File: src/rtl/operand2_sequencer.sv
`default_nettype none
// ============================================================================
// Module      : operand2_sequencer
// Description : Computes the ARM data-processing second operand with a serial
//               barrel shifter, one 1-bit shift or rotate per clock, plus the
//               shifter carry-out. The result is presented with a single-cycle
//               done pulse and then held until the next request is accepted.
// Revision    : 1.0 - initial release
// ============================================================================
module operand2_sequencer (
  input  logic        clk,
  input  logic        rst,
  input  logic        start,
  input  logic        loadOrStore,
  input  logic        I,
  input  logic [11:0] shiftOperand,
  input  logic [31:0] RmValue,
  input  logic [7:0]  RsValue,
  input  logic        carryIn,
  output logic        busy,
  output logic        done,
  output logic [31:0] secondValue,
  output logic        carryOut
);

  localparam logic [1:0] c_IDLE  = 2'd0;
  localparam logic [1:0] c_SHIFT = 2'd1;
  localparam logic [1:0] c_DONE  = 2'd2;

  localparam logic [2:0] c_LSL = 3'd0;
  localparam logic [2:0] c_LSR = 3'd1;
  localparam logic [2:0] c_ASR = 3'd2;
  localparam logic [2:0] c_ROR = 3'd3;
  localparam logic [2:0] c_RRX = 3'd4;

  logic [1:0]  r_state;
  logic [1:0]  w_nextState;
  logic [5:0]  r_count;
  logic [31:0] r_value;
  logic        r_carry;
  logic [2:0]  r_type;

  logic [31:0] w_loadValue;
  logic        w_loadCarry;
  logic [2:0]  w_loadType;
  logic [5:0]  w_loadCount;
  logic [31:0] w_stepValue;
  logic        w_stepCarry;
  logic        w_accept;

  logic [4:0]  w_immAmount;
  assign w_immAmount = shiftOperand[11:7];
  assign w_accept    = (r_state == c_IDLE) && start;

  // Decode the request into starting value, carry, shift kind and step count
  always_comb begin
    w_loadValue = RmValue;
    w_loadCarry = carryIn;
    w_loadType  = {1'b0, shiftOperand[6:5]};
    w_loadCount = 6'd0;
    if (loadOrStore) begin
      w_loadValue = {20'b0, shiftOperand};
      w_loadType  = c_LSL;
    end else if (I) begin
      w_loadValue = {24'b0, shiftOperand[7:0]};
      w_loadType  = c_ROR;
      w_loadCount = {1'b0, shiftOperand[11:8], 1'b0};
    end else if (!shiftOperand[4]) begin
      // Immediate amount 0 is re-encoded: LSR/ASR #32 and ROR #0 means RRX
      if (w_immAmount == 5'd0) begin
        case (shiftOperand[6:5])
          2'b01, 2'b10: w_loadCount = 6'd32;
          2'b11: begin
            w_loadType  = c_RRX;
            w_loadCount = 6'd1;
          end
          default: w_loadCount = 6'd0;
        endcase
      end else begin
        w_loadCount = {1'b0, w_immAmount};
      end
    end else if (RsValue != 8'd0) begin
      // Beyond 33 (LSL/LSR) or 32 (ASR) steps the result no longer changes
      case (shiftOperand[6:5])
        2'b00, 2'b01: w_loadCount = (RsValue > 8'd33) ? 6'd33 : RsValue[5:0];
        2'b10:        w_loadCount = (RsValue > 8'd32) ? 6'd32 : RsValue[5:0];
        default: begin
          w_loadCount = {1'b0, RsValue[4:0]};
          // Rotate by a nonzero multiple of 32: value unchanged, carry = bit 31
          if (RsValue[4:0] == 5'd0) begin
            w_loadCarry = RmValue[31];
          end
        end
      endcase
    end
  end

  // One single-bit shift step of the current working value
  always_comb begin
    w_stepValue = r_value;
    w_stepCarry = r_carry;
    case (r_type)
      c_LSL: begin
        w_stepCarry = r_value[31];
        w_stepValue = {r_value[30:0], 1'b0};
      end
      c_LSR: begin
        w_stepCarry = r_value[0];
        w_stepValue = {1'b0, r_value[31:1]};
      end
      c_ASR: begin
        w_stepCarry = r_value[0];
        w_stepValue = {r_value[31], r_value[31:1]};
      end
      c_ROR: begin
        w_stepCarry = r_value[0];
        w_stepValue = {r_value[0], r_value[31:1]};
      end
      c_RRX: begin
        w_stepCarry = r_value[0];
        w_stepValue = {r_carry, r_value[31:1]};
      end
      default: begin
        w_stepValue = r_value;
        w_stepCarry = r_carry;
      end
    endcase
  end

  // State register
  always_ff @(posedge clk or negedge rst) begin
    if (!rst) begin
      r_state <= c_IDLE;
    end else begin
      r_state <= w_nextState;
    end
  end

  // Next-state logic
  always_comb begin
    w_nextState = r_state;
    case (r_state)
      c_IDLE: begin
        if (start) begin
          w_nextState = (w_loadCount != 6'd0) ? c_SHIFT : c_DONE;
        end
      end
      c_SHIFT: begin
        if (r_count == 6'd1) begin
          w_nextState = c_DONE;
        end
      end
      c_DONE:  w_nextState = c_IDLE;
      default: w_nextState = c_IDLE;
    endcase
  end

  // State-decoded outputs
  always_comb begin
    busy = (r_state != c_IDLE);
    done = (r_state == c_DONE);
  end

  // Working value, carry and step counter; held outside accept and SHIFT
  always_ff @(posedge clk or negedge rst) begin
    if (!rst) begin
      r_count <= 6'd0;
      r_value <= 32'd0;
      r_carry <= 1'b0;
      r_type  <= c_LSL;
    end else if (w_accept) begin
      r_count <= w_loadCount;
      r_value <= w_loadValue;
      r_carry <= w_loadCarry;
      r_type  <= w_loadType;
    end else if (r_state == c_SHIFT) begin
      r_count <= r_count - 6'd1;
      r_value <= w_stepValue;
      r_carry <= w_stepCarry;
    end
  end

  assign secondValue = r_value;
  assign carryOut    = r_carry;

endmodule
`default_nettype wire

File: config.mk
export PLATFORM = sky130hd
export DESIGN_NAME = operand2_sequencer
export DESIGN_NICKNAME = d
export VERILOG_FILES = /design/src/rtl/operand2_sequencer.sv
export SDC_FILE = /design/constraint.sdc
export NUM_CORES = 1
export LEC_CHECK = 0
export ABC_AREA = 1
export CAP_MARGIN = 10
export CORE_MARGIN = 2
export CORE_UTILIZATION = 51
export DETAILED_ROUTE_END_ITERATION = 8
export PLACE_DENSITY = 0.83
export SYNTH_ARGS = -nofsm -noshare
export SYNTH_HDL_FRONTEND = slang
export SYNTH_SLANG_ARGS = --single-unit
File: constraint.sdc
create_clock -name clk -period 3.9 [get_ports clk]
set_input_delay 0.39 -clock clk [delete_from_list [all_inputs] [get_ports clk]]
set_output_delay 0.39 -clock clk [all_outputs]
set_load 0.02 [all_outputs]
==> results of run 1 <==
registers in the layout, summed over array words and instances (netlist names):
name and flops:
carryOut 1, r_count 6, r_state 2, r_type 3
secondValue 32
power groups by stage:
| stage | logic, uW | registers (uW) | clock network [uW] |
|---|---|---|---|
| CTS | 2060 | 895 | 368 |
| global placement | 2000 | 894 | 0 |
| finish | 2080 | 899 | 365 |
| detailed placement | 2040 | 901 | 0 |
| floorplan | 1250 | 1070 | 0 |
| global route | 2290 | 929 | 385 |
logic make-up (layout without fill, tap and decap cells):
group,count (synthesis),in the layout,synth area share
AOI/OAI and AO/OA,160,160,0.310
and+or+nand+nor,119,119,0.174
buffers and inverters,78,158,0.111
DFF,44,44,0.365
adders and majority gates,8,8,0.0332
xor gates and xnor gates,2,2,0.00582
metal layers:
metal	vias up	share of wire	wire length, um	track usage
met2	127	0.49	4140	0.429
met1	1475	0.43	3680	0.341
met5	-	0	0	0
met3	16	0.061	523	0.0522
li1	1574	-	-	-
met4	0	0.020	174	0.0814
layout make-up:
type / instances / share of cell area
inverters: 56 / 0.0522
repair buffers: 94 / 0.231
clock inverters: 3 / 0.0115
clock buffers: 5 / 0.0171
well taps: 72 / 0.0224
flip-flops and latches: 44 / 0.274
multi-input cells: 289 / 0.392
metrics by stage:
stage | utilization | std cells | worst slack [ps]
floorplan | - | 411 | 2390
CTS | 0.718 | 563 | 1800
global route | 0.718 | 563 | 1540
finish | 0.718 | 563 | 1780
detailed placement | 0.697 | 555 | 1490
global placement | 0.697 | 555 | 1560
final timing paths:
kind	endpoint	from	slack, ps
setup / recovery	secondValue[7]	start	1780
hold / removal	secondValue[30]	rst	230
setup reg to reg	secondValue[8]	r_state[1]	1790
hold reg to reg	r_count[1]	r_count[1]	510
max in group asynchronous	secondValue[14]	rst	3040
min in group clk	r_count[1]	r_count[1]	510
critical path, stage by stage:
cell and delay, ps:
clkdlybuf4s50_1 400, nand2_1 60, buf_4 320, o21ai_4 230, inv_2 580, a21oi_1 110, o21ai_0 110, o21ai_1 80
cells in the final DEF, fill, tap and decap left out:
master,n
a31oi_1,10
o221ai_1,1
a211oi_1,2
a21oi_2,1
xor2_1,2
o21bai_1,1
o31ai_1,1
nor2_8,1
o21a_1,1
inv_2,6
nand3b_1,1
nand3_2,1
clkdlybuf4s50_1,91
a21oi_1,58
buf_4,2
nor2_1,38
clkbuf_8,5
nand3_1,12
nor3_1,3
dfrtp_1,44
o211ai_1,4
inv_6,1
nor2_2,4
nand4_1,3
o31ai_2,1
bufinv_16,1
buf_2,1
inv_1,50
ha_1,8
o21ai_0,27
clkinvlp_4,1
nor2_4,2
nand2_1,54
a22oi_1,22
o22ai_1,2
o21ai_4,1
o21ai_1,24
a32oi_1,4
==> flow_summary.toml, run 1 <==
[timing]
slew_viol_final = 0
rsz0062_at_grt = "no"
worst_hold_slack_ps = 230
period_needed_ps = 2120
max_freq_mhz = 472
hold_violations = 0
skew_ps = 11.9
tightest_slew_ps = 990
timing.final.crit_share = 0.543
slew_headroom = 0.340
setup_viol = 0
timing.setup.tns_ps = 0

[worst_setup_path]
end_kind = "flop"
cp_data_required_time_ps = 4090
cp-start-kind = "input pin"
worst-setup-path-type = "input pin to flop"
rr_worst_depth = 6
worst-path-max-fanout = 45
arrival_ps = 2310

[synthesis]
synth_top_area_share = 0.365
ys_types = 35
ys_seq_area_frac = 0.365
synth_largest_area_cell = "dfrtp_1"
yosys-top-cells-area = "dfrtp_1, a21oi_1, nand2_1, inv_1, a22oi_1"
synth_ff_type = "dfrtp_1"
syn_avg_cell_area_um2 = 7.33
synth_most_common_cell = "a21oi_1"
netlist_area_um2 = 3010
syn-num-nets = 477
synth_edf_count = 0
ys_async_sr_fraction = 1.00
synth_seq_cells = 44
netlist_instances = 411
yosys-top-cells-count = "a21oi_1, nand2_1, inv_1, dfrtp_1, nor2_1"
ys.warnings.count = 0

[finish]
diodes = 0
area_growth_pct = 33.6
fin_area_um2 = 4020
nFillCells = 480
drive_above_1_share = 0.0570
multi_input_area_um2 = 1580
regArea_um2 = 1100
nNetsFinal = 556

[status]
status = "finished, final reports clean"

[clock_network]
cts_tree = "built"
clk_pin_slew_worst_paths_ps = 100
clk_latency_ps = 310
clock-sinks = 44
cts_hold_buf = 0
cts_made_buffers = 5
htree_levels = 2
cts_resized = 0
cts_root_buffer = "clkbuf_8"
clockBufferDepth = 2
post_cts_buffers = 0

[pwr]
seqPwrFrac = 0.269
pwr-share-clk = 0.109
power.share.combinational = 0.622
switching_power_uw = 1590
p_leak_uw = 0.00181
p_sw_frac = 0.477
power.total_uw = 3340
peakVddDrop_v = 0.000482
power.density_nw_per_um2 = 830
intPower_uw = 1750

[place]
io_buffers = 92
place_congestion = 0.965
dpl_cell_area_um2 = 3910
dp_hpwl_um = 6160

[floorplanning]
die_height_um = 80.9
fp.dieW_um = 80.9
core_um2 = 5610
ios = 93
initial_core_util = 0.537
row_count = 27
dieArea_um2 = 6540

[grt]
grt_pass1_wl_um = 13200
grt-ovfl-total = 0
antenna_found_initial = 0
grt_max_degree = 53
grt_pass1_vias = 2787
grt_usage = 0.259

[route]
drc_errors = 0
wl_um = 8520
dr.pass1.iters = 5
num_vias = 3192
viasPerCell = 5.67
drtAntennaViolNets = 0
drt_iter0_markers = 239
wl_per_cell_um = 15.1

[worst_hold_path]
hp-class = "input pin to async pin"

[job]
max_cap_viol_count = 0
Power figures use the tool's default switching activity.
==> run 2: changes to the inputs <==
Settings changed: CORE_UTILIZATION 51 to 47, PLACE_DENSITY 0.83 to 0.77.
Clock period 3.9 ns to 2.08 ns, I/O delays scaled along.
==> run 2 against run 1 <==
Critical path depth increased by 5; non-clock buffer count up 17; cell count increased by 3.7%; routed wire length increased by 2.1%; cell area grew 2.8%; first-iteration DRC count down 10%; hold slack gained 200 ps; largest cell class unchanged; largest power group unchanged.
==> flow_summary.toml, run 2 (synthesis results as in run 1) <==
[status]
status = "finished, final reports clean"

[timing]
tightest_slew_ps = 718
setup_viol = 0
slew_viol_final = 0
hold_violations = 0
rsz0062_at_grt = "no"
period_needed_ps = 1910
slew_headroom = 0.521
skew_ps = 8.91
timing.final.crit_share = 0.919
worst_hold_slack_ps = 429
max_freq_mhz = 523

[worst_setup_path]
worst-setup-path-type = "input pin to flop"
worst-path-max-fanout = 4
worstPathCellList = "clkdlybuf4s50_1 > inv_1 > ha_1 > nor2_1 > inv_1 > o22ai_1 > o31ai_1 > nand2_1 > nand2_1 > nor2_1 > nand2_1 > nand2_1 > nand2_1"
cp_slowest_stage_delay_ps = 550
slowest_stage = "clkdlybuf4s50_1"
cp-start-kind = "input pin"
critPathTopFamily = "buffers and inverters"
end_kind = "flop"
cp_common_cell = "nand2_1"
crit_buf_inv = 3
arrival_ps = 2100
cp_data_required_time_ps = 2270

[route]
drtAntennaViolNets = 0
num_vias = 3276
wl_um = 8700
wl_per_cell_um = 14.9
drc_errors = 0
viasPerCell = 5.61
drt_iter0_markers = 215
dr.pass1.iters = 5

[finish]
layout_commonest_cell = "clkdlybuf4s50_1"
postLayoutCoreUtil = 0.659
largest_reg_flops = 32
fin_cells = 584
diodes = 0
regArea_um2 = 1100
layout_common_cells = "clkdlybuf4s50_1, a21oi_1, nand2_1, inv_1, dfrtp_1"
nNetsFinal = 573
nFillCells = 561
area_growth_pct = 37.3
multi_input_area_um2 = 1580
drive_above_1_share = 0.0828

[floorplanning]
die_height_um = 84.1
fp.dieW_um = 84.1
dieArea_um2 = 7070
initial_core_util = 0.480
row_count = 29
core_um2 = 6280
ios = 93

[worst_hold_path]
hp-class = "input pin to async pin"

[place]
dp_cells = 576
place_congestion = 0.981
io_buffers = 92
dp_hpwl_um = 6750

[job]
max_cap_viol_count = 0

[clock_network]
clk_pin_slew_worst_paths_ps = 80
clockBufferDepth = 2
cts_root_buffer = "clkbuf_8"
clk_latency_ps = 290
clock-sinks = 44
htree_levels = 2
post_cts_buffers = 0
cts_tree = "built"
cts_made_buffers = 5

[pwr]
power.density_nw_per_um2 = 1520
peakVddDrop_v = 0.00104
power.total_uw = 6270
p_leak_uw = 0.00188

[grt]
grt-ovfl-total = 0
grt_pass1_vias = 3015
grt_max_degree = 46
antenna_found_initial = 0
grt_pass1_wl_um = 14300
grt_usage = 0.248
==> run 2: cell types whose count changed in the layout (fill, tap and decap cells not counted), sizes merged <==
cell         before  now
inv              57   56
clkinvlp          1    0
clkbuf            5    6
dlygate4sd3       0    1
clkinv            0    1
buf               3   19
bufinv            1    0
==> run 2: where the power goes <==
part | switching [uW] | internal [uW] | leakage [uW] | total [uW]
combinational | 2340 | 1750 | 0.00133 | 4090
sequential | 373 | 1310 | 0.000510 | 1680
clock | 267 | 229 | 0.0000410 | 495
==> run 2: worst reg2reg max path, stage by stage (launching register included) <==
cell     delay [ps]
dfrtp_1         430
nor2_1          160
nand2_1         160
buf_4           270
nor2_8          250
buf_12          180
a21oi_1          70
a22oi_1         210
==> run 2: final timing paths <==
path | to | cells after the start | slack [ps] | start
min reg2reg | r_count[1] | 2 | 510 | r_count[1]
max in group asynchronous | secondValue[11] | 3 | 1060 | rst
min in group clk | secondValue[8] | 3 | 500 | RmValue[8]
max reg2reg | secondValue[14] | 7 | 270 | r_state[1]
max | r_state[0] | 13 | 170 | shiftOperand[5]
min | secondValue[8] | 2 | 430 | rst
==> run 2: final cells by class <==
type                    instances  area share
repair buffers                111       0.260
inverters                      56      0.0508
clock inverters                 1     0.00121
well taps                      77      0.0233
multi-input cells             289       0.381
flip-flops and latches         44       0.266
clock buffers                   6      0.0175
==> run 2: per-stage QoR <==
| stage | setup TNS (ps) | area [um2] | setup WS [ps] |
|---|---|---|---|
| 2_1_floorplan | 0 | 3010 | 668 |
| 3_3_place_gp | 0 | 4050 | 41.6 |
| 3_5_place_dp | -137 | 4050 | -85.2 |
| 4_1_cts | 0 | 4140 | 222 |
| 5_1_grt | 0 | 4140 | 56.3 |
| 6_report | 0 | 4140 | 169 |
==> run 2: routing by layer <==
layer  track usage  share of wire  vias up
met4        0.0499          0.014        0
met3        0.0287          0.053       12
met2         0.428           0.50      120
met5             0              0        -
li1              -              -     1600
met1         0.335           0.43     1544
==> run 2: what timing repair did <==
action | CTS | global route
hold buffers | 1 | 0
resized for setup | 0 | 0
setup endpoints to repair | 0 | 0
endpoints found under the hold margin | 20 | 0
==> run 3: changes to the inputs <==
Settings changed: CORE_UTILIZATION 47 to 45, GPL_TIMING_DRIVEN set to 0, PLACE_DENSITY 0.77 to 0.74.
==> run 3 against run 2 <==
The run now ends with design-rule violations left; cell area up 1.0%; power is 5.4% higher; first-iteration DRC count grew 38%; global-route usage increased by 1.1 points; setup slack better by 12 ps; clock skew grew 1.8 ps; sequential power is essentially flat; largest power group unchanged; highest routed layer unchanged.
==> flow_summary.toml, run 3 (synthesis results as in run 1) <==
[timing]
period_needed_ps = 1900
max_freq_mhz = 527
setup_viol = 0
slew_headroom = 0.660
timing.final.crit_share = 0.913
rsz0062_at_grt = "no"
hold_violations = 0
slew_viol_final = 0
timing.setup.tns_ps = 0
tightest_slew_ps = 506
skew_ps = 10.7
worst_hold_slack_ps = 278

[clock_network]
clk_latency_ps = 300
cts_resized = 0
post_cts_buffers = 0
cts_root_buffer = "clkbuf_8"
cts_hold_buf = 1
clock-sinks = 44
cts_made_buffers = 5
cts_tree = "built"
htree_levels = 2
clockBufferDepth = 2
clk_pin_slew_worst_paths_ps = 80

[floorplanning]
fp.dieW_um = 85.8
die_height_um = 85.8
initial_core_util = 0.469
dieArea_um2 = 7370
ios = 93
core_um2 = 6420
row_count = 29

[pwr]
power.density_nw_per_um2 = 1580
seqPwrFrac = 0.257
intPower_uw = 3480
switching_power_uw = 3130
pwr-share-clk = 0.108
p_sw_frac = 0.474
power.share.combinational = 0.636
peakVddDrop_v = 0.00109
p_leak_uw = 0.00191

[route]
dr.pass1.iters = 8
viasPerCell = 5.57
num_vias = 3285
wl_um = 9240
wl_per_cell_um = 15.7
drtAntennaViolNets = 0
drt_iter0_markers = 296
drc_errors = 4

[worst_hold_path]
hp-class = "input pin to async pin"

[place]
dpl_cell_area_um2 = 4050
io_buffers = 92
dp_hpwl_um = 7180
place_congestion = 0.907

[finish]
largest_reg_flops = 32
nFillCells = 582
nNetsFinal = 578
multi_input_area_um2 = 1580
diodes = 0
area_growth_pct = 38.6
drive_above_1_share = 0.0916
layout_common_cells = "clkdlybuf4s50_1, a21oi_1, nand2_1, inv_1, dfrtp_1"
layout_commonest_cell = "clkdlybuf4s50_1"
fin_area_um2 = 4180
regArea_um2 = 1100

[worst_setup_path]
worstPathCellList = "clkdlybuf4s50_1 > inv_1 > ha_1 > nor2_1 > inv_1 > o22ai_1 > o31ai_1 > nand2_1 > nand2_1 > nor2_1 > nand2_1 > nand2_1 > nand2_1"
worst-path-max-fanout = 5
crit_buf_inv = 3
arrival_ps = 2140
cp-start-kind = "input pin"
slowest_stage = "clkdlybuf4s50_1"
cp_common_cell = "nand2_1"
end_kind = "flop"
cp_data_required_time_ps = 2320
critPathTopFamily = "buffers and inverters"
cp_slowest_stage_delay_ps = 490
worst-setup-path-type = "input pin to flop"

[grt]
grt-ovfl-total = 0
grt_max_degree = 40
grt_usage = 0.259
antenna_found_initial = 0
grt_pass1_vias = 3078
grt_pass1_wl_um = 15100

[status]
violations = "design-rule violations"
status = "finished with violations"

[job]
max_cap_viol_count = 0
run 3: area by class of cell:
class,count,share of cell area
plain buffers,22,0.0300
clock buffers,6,0.0198
repair buffers,94,0.226
clock inverters,2,0.00929
inverters,56,0.0503
flip-flops and latches,44,0.264
multi-input cells,289,0.377
well taps,77,0.0231
run 3: final timing paths:
check                                start         end  slack, ps  depth (start not counted)
setup / recovery           shiftOperand[6]  r_state[0]        180                         13
hold / removal                         rst   r_type[0]        280                          2
setup reg to reg                r_state[1]   r_type[1]        350                          7
hold reg to reg                 r_count[1]  r_count[1]        500                          2
max in group asynchronous              rst  r_state[0]       1340                          3
min in group clk                r_count[1]  r_count[1]        500                          2
run 3: metrics by stage:
step	util	power, uW	setup WS [ps]	instances
after CTS	0.650	6590	257	590
after global routing	0.650	7150	35.7	590
final	0.650	6610	181	590
after global placement	0.628	5760	-533	580
after detailed placement	0.630	5860	-57.9	581
after floorplan	-	4360	668	411
run 3: metal layers:
metal,wire length (um),GRT usage,part of all wire
met1,4130,0.366,0.45
met2,4410,0.416,0.48
met3,513,0.0375,0.056
met4,183,0.0678,0.020
met5,0,0,0
run 3: power by group through the flow:
stage               clock (uW)  combinational [uW]  sequential, uW
floorplan                    0                2350            2010
global placement             0                4070            1690
detailed placement           0                4160            1700
CTS                        722                4180            1690
global route               758                4640            1750
finish                     711                4200            1700
